--- src/rtl/pipelined_comparator.sv ---
// ---------------------------------------------------------------------------
// pipelined_comparator
//
// Compares two WIDTH-bit operands, either as unsigned magnitudes or as
// two's-complement values, and delivers a one-hot eq/lt/gt result through a
// single output register one cycle after the operands are accepted. Also
// keeps saturating per-outcome statistics counters.
//
// Handshake (both sides): a transfer happens on a rising edge where
// valid && ready are both 1. The producer holds its payload stable while
// valid && !ready. The input side is ready whenever the output register is
// empty or is being drained this cycle (in_ready = !out_valid || out_ready),
// so a full-throughput stream needs no bubble.
//
// Parameters
//   WIDTH       operand width in bits (2..64)
//   CNT_W       width of each statistics counter
// Ports
//   clk, rst_n                clock, asynchronous active-low reset
//   in_valid/in_ready         input handshake for a, b, signed_mode
//   a, b                      operands
//   signed_mode               1 = two's-complement compare, 0 = unsigned
//   out_valid/out_ready       output handshake for eq/lt/gt
//   eq, lt, gt                registered one-hot result (all 0 when idle)
//   clr_cnt                   synchronous clear of the statistics counters
//   eq_cnt, lt_cnt, gt_cnt    saturating count of accepted transactions
// ---------------------------------------------------------------------------
module pipelined_comparator #(
    parameter int WIDTH = 20,
    parameter int CNT_W = 16
) (
    input  logic             clk,
    input  logic             rst_n,
    input  logic             in_valid,
    output logic             in_ready,
    input  logic [WIDTH-1:0] a,
    input  logic [WIDTH-1:0] b,
    input  logic             signed_mode,
    output logic             out_valid,
    input  logic             out_ready,
    output logic             eq,
    output logic             lt,
    output logic             gt,
    input  logic             clr_cnt,
    output logic [CNT_W-1:0] eq_cnt,
    output logic [CNT_W-1:0] lt_cnt,
    output logic [CNT_W-1:0] gt_cnt
);

    localparam logic [CNT_W-1:0] CNT_ONE = CNT_W'(1);

    logic             accept;
    logic [WIDTH-1:0] a_key;
    logic [WIDTH-1:0] b_key;
    logic             eq_n;
    logic             lt_n;
    logic             gt_n;

    assign in_ready = !out_valid || out_ready;
    assign accept   = in_valid && in_ready;

    // Flipping the MSB in signed mode maps two's-complement order onto
    // unsigned order, so one unsigned comparator serves both modes.
    assign a_key = {a[WIDTH-1] ^ signed_mode, a[WIDTH-2:0]};
    assign b_key = {b[WIDTH-1] ^ signed_mode, b[WIDTH-2:0]};

    assign eq_n = (a == b);
    assign lt_n = (a_key < b_key);
    assign gt_n = !eq_n && !lt_n;

    // Increment that sticks at all-ones instead of wrapping.
    function automatic logic [CNT_W-1:0] sat_inc(input logic [CNT_W-1:0] c);
        return (&c) ? c : c + CNT_ONE;
    endfunction

    // Output register: load on accept, drain on out_ready, otherwise hold.
    // Flags are cleared when draining so an idle output reads all zeros.
    always_ff @(posedge clk or negedge rst_n) begin
        if (!rst_n) begin
            out_valid <= 1'b0;
            eq        <= 1'b0;
            lt        <= 1'b0;
            gt        <= 1'b0;
        end else if (accept) begin
            out_valid <= 1'b1;
            eq        <= eq_n;
            lt        <= lt_n;
            gt        <= gt_n;
        end else if (out_ready) begin
            out_valid <= 1'b0;
            eq        <= 1'b0;
            lt        <= 1'b0;
            gt        <= 1'b0;
        end
    end

    // Statistics: a clear coinciding with an accepted transaction leaves the
    // matching counter at 1, since the clear applies before the increment.
    always_ff @(posedge clk or negedge rst_n) begin
        if (!rst_n) begin
            eq_cnt <= '0;
            lt_cnt <= '0;
            gt_cnt <= '0;
        end else begin
            if (clr_cnt) begin
                eq_cnt <= '0;
                lt_cnt <= '0;
                gt_cnt <= '0;
            end
            if (accept) begin
                if (eq_n) eq_cnt <= clr_cnt ? CNT_ONE : sat_inc(eq_cnt);
                if (lt_n) lt_cnt <= clr_cnt ? CNT_ONE : sat_inc(lt_cnt);
                if (gt_n) gt_cnt <= clr_cnt ? CNT_ONE : sat_inc(gt_cnt);
            end
        end
    end

endmodule

--- config.mk ---
export PLATFORM = sky130hd
export DESIGN_NAME = pipelined_comparator
export DESIGN_NICKNAME = d
export VERILOG_FILES = /design/src/rtl/pipelined_comparator.sv
export SDC_FILE = /design/constraint.sdc
export NUM_CORES = 1
export LEC_CHECK = 0
export CORE_ASPECT_RATIO = 0.75
export CORE_MARGIN = 2
export CORE_UTILIZATION = 40
export CTS_CLUSTER_DIAMETER = 80
export DETAILED_ROUTE_END_ITERATION = 8
export PLACE_DENSITY = 0.69
export SYNTH_ARGS = -nofsm -noshare
export SYNTH_HDL_FRONTEND = slang
export SYNTH_SLANG_ARGS = --single-unit
--- constraint.sdc ---
create_clock -name clk -period 2.7 [get_ports clk]
set_clock_uncertainty 0.1 [all_clocks]
set_input_delay 0.27 -clock clk [delete_from_list [all_inputs] [get_ports clk]]
set_output_delay 0.27 -clock clk [all_outputs]
set_load 0.01 [all_outputs]
==> metrics.yaml <==
outcome: "complete, no violations"
tritoncts: "built"
preCtsSetupSlack_ns: -0.4217
finalSetupViolCount: 0
max_stage_delay_ns: 0.49
grtUsageMet3_pct: 4.116
crit_buf_inv: 4
grt-ovfl-total: 0
met1_usage_pct: 29.16
nets: 586
synth_area_mm2: 0.003451
fmax_ghz: 0.3737
r2r_slack_ns: 0.26
fillers: 728
gr-usage-met2_pct: 34.87
synth_cells: 380
cts_max_level: 2
cp_cell_sequence: "clkdlybuf4s50_1, inv_1, ha_1, and3_4, buf_4, and2_1, a22oi_2, nand3_2, buf_6, or4_4, a31oi_1"
p_seq_share_pct: 43.4
grt_pass1_wl_um: 16710
crit_required_ns: 2.81
firstDrtPassIters: 5
io_buffers: 98
seq_area_frac_synth_pct: 37.71
cts-root-buf: "clkbuf_16"
antenna_left: 0
antenna_found_initial: 0
path_class: "in2reg"
period_minus_slack_ns: 2.676
cts_sinks: 52
grt_usage_pct: 21.32
initialDrtViolationCount: 201
final_util_pct: 63.02
cap_violations: 0
start_util_pct: 40.99
synthFlopType: "dfrtp_1"
drive_gt1_share_pct: 20.81
grt-busiest-layer: "met2"
crit_arrival_ns: 2.79
clk_latency_ns: 0.29
die_area_mm2: 0.009394
dpl.cell_count: 609
synth_cell_types: 56
synth.ff_latch_count: 52
ys_async_sr_fraction_pct: 100.0
worst_slack_ns: 0.02395
stdcell_area_mm2: 0.005305
clkPwrFrac_pct: 35.0
switching_power_uw: 474.8
powerDensity_mw_per_mm2: 348.4
cts-buffers-inserted: 5
hpwlAfterDp_um: 7351
critPathMaxFanout: 7
die_x_um: 111.3
irDropWorstVdd_v: 0.0002538
slowest_stage: "or4_4"
viasPerCell: 5.713
yosys_warnings: 0
multi_input_area_mm2: 0.002237
layout_commonest_cell: "clkdlybuf4s50_1"
critPathTopFamily: "simple AND/OR/NAND/NOR gates"
worst_pin_slew_ns: 0.6735
synth_edf_count: 0
slew_violations: 0
synthToLayoutAreaGrowth_pct: 53.73
final_cell_mix: "clkdlybuf4s50_1, dfrtp_1, buf_4, nor2_1, nand2_1"
core_region_area_mm2: 0.008418
drc: 0
power.static_leakage_uw: 0.002259
p_sw_share_pct: 25.69
endpoint_kind: "flip-flop"
cts_buffer_depth: 2
internal_power_uw: 1374
dr_total_vias: 3582
startpoint_type: "primary input"
dpl_cell_area_mm2: 0.004781
place_congestion: 0.8752
synth_nets: 448
register_area_mm2: 0.001301
final_cells: 627
grt_pass1_vias: 3570
rows: 29
share_comb_of_total_power_pct: 21.6
syn_area_per_cell_um2: 9.081
grt_max_degree: 53
maxSlewHeadroom_pct: 55.10
min-delay-path-class: "in2async"
finalHoldViolCount: 0
wl_um: 10700
wl_per_cell_um: 17.06
clkTransAtPathRegs_ns: 0.07
min_period_over_period_pct: 99.11
ios: 99
die_h_um: 84.44
num_antenna_cells: 0
kinds of logic (layout without fill, tap and decap cells):
logic type / after synthesis / after routing / share of synthesized area [%]
AO/OA/AOI/OAI: 84 / 85 / 17.48
adder cells (fa/ha/maj): 22 / 22 / 7.977
buffers and inverters: 42 / 180 / 4.931
multiplexers: 2 / 2 / 0.6526
AND/OR/NAND/NOR: 162 / 162 / 26.98
flip-flops: 52 / 52 / 37.71
XOR/XNOR: 16 / 16 / 4.279
registers in the layout, summed over array words and instances (netlist names):
name and flops:
eq_cnt 16, gt_cnt 16, lt 1, gt 1, out_valid 1, eq 1
lt_cnt 16
path summary, 6_finish.rpt:
kind | start | end | cells after the start
setup / recovery | b[17] | lt_cnt[9] | 11
hold / removal | rst_n | gt_cnt[5] | 2
setup reg to reg | gt_cnt[0] | gt_cnt[7] | 6
hold reg to reg | lt | lt | 1
max in group asynchronous | rst_n | lt_cnt[0] | 2
min in group clk | clr_cnt | eq_cnt[10] | 2
routing by layer:
| metal | wire, µm | vias up |
|---|---|---|
| met2 | 5183 | 130 |
| li1 | - | 1704 |
| met4 | 140 | 0 |
| met1 | 4774 | 1736 |
| met3 | 598 | 12 |
| met5 | 0 | - |
cell usage after synthesis (5+ instances only):
library cell  instances  area (µm²)
a21o_1                6       45.04
a21oi_1              19       95.09
a311oi_1              7       61.31
a31oi_1              10       62.56
and2_1                6       37.54
and3_1               18       112.6
and4_1                7       61.31
clkbuf_1             12       45.04
dfrtp_1              52        1301
ha_1                 22       275.3
inv_1                25       93.84
nand2_1              23       86.33
nand2b_1              5       31.28
nand3_1              16       80.08
nand4_1              11       68.82
nor2_1               31       116.4
nor3_1               11       55.05
o21ai_0               6       30.03
o31ai_1              10       75.07
or4_1                10       75.07
xnor2_1              15       131.4
through the flow:
step | TNS, ns | hold slack, ns | total power (µW)
floorplan | 0 | -0.1256 | 948.4
global route | -0.1427 | 0.06707 | 1939
finish | 0 | 0.001183 | 1849
global placement | -9.617 | 0.3360 | 1145
CTS | -0.1597 | 0.03578 | 1814
detailed placement | -11.84 | 0.3413 | 1157
power by group through the flow:
| stage | combinational, µW | clock, µW | sequential, µW |
|---|---|---|---|
| floorplan | 129 | 0 | 819 |
| global placement | 328 | 0 | 817 |
| detailed placement | 340 | 0 | 817 |
| CTS | 353 | 659 | 802 |
| global route | 436 | 700 | 803 |
| finish | 400 | 647 | 802 |
repair_timing:
action                                  CTS  global route
gates cloned                              0             3
hold buffers                              0             0
setup buffers                             3             4
endpoints found under the setup margin   15            37
pin swaps                                 1            19
resized for setup                        10            44
hold endpoints to repair                  0             0
layout make-up:
cell class,instances,area share (%)
Inverter,25,1.769
Timing Repair Buffer,147,26.16
Clock inverter,1,0.1415
Multi-Input combinational cell,287,42.17
Sequential cell,52,24.53
Clock buffer,7,2.689
Tap cell,108,2.547
Note: power is estimated with default switching activity, not from simulation.
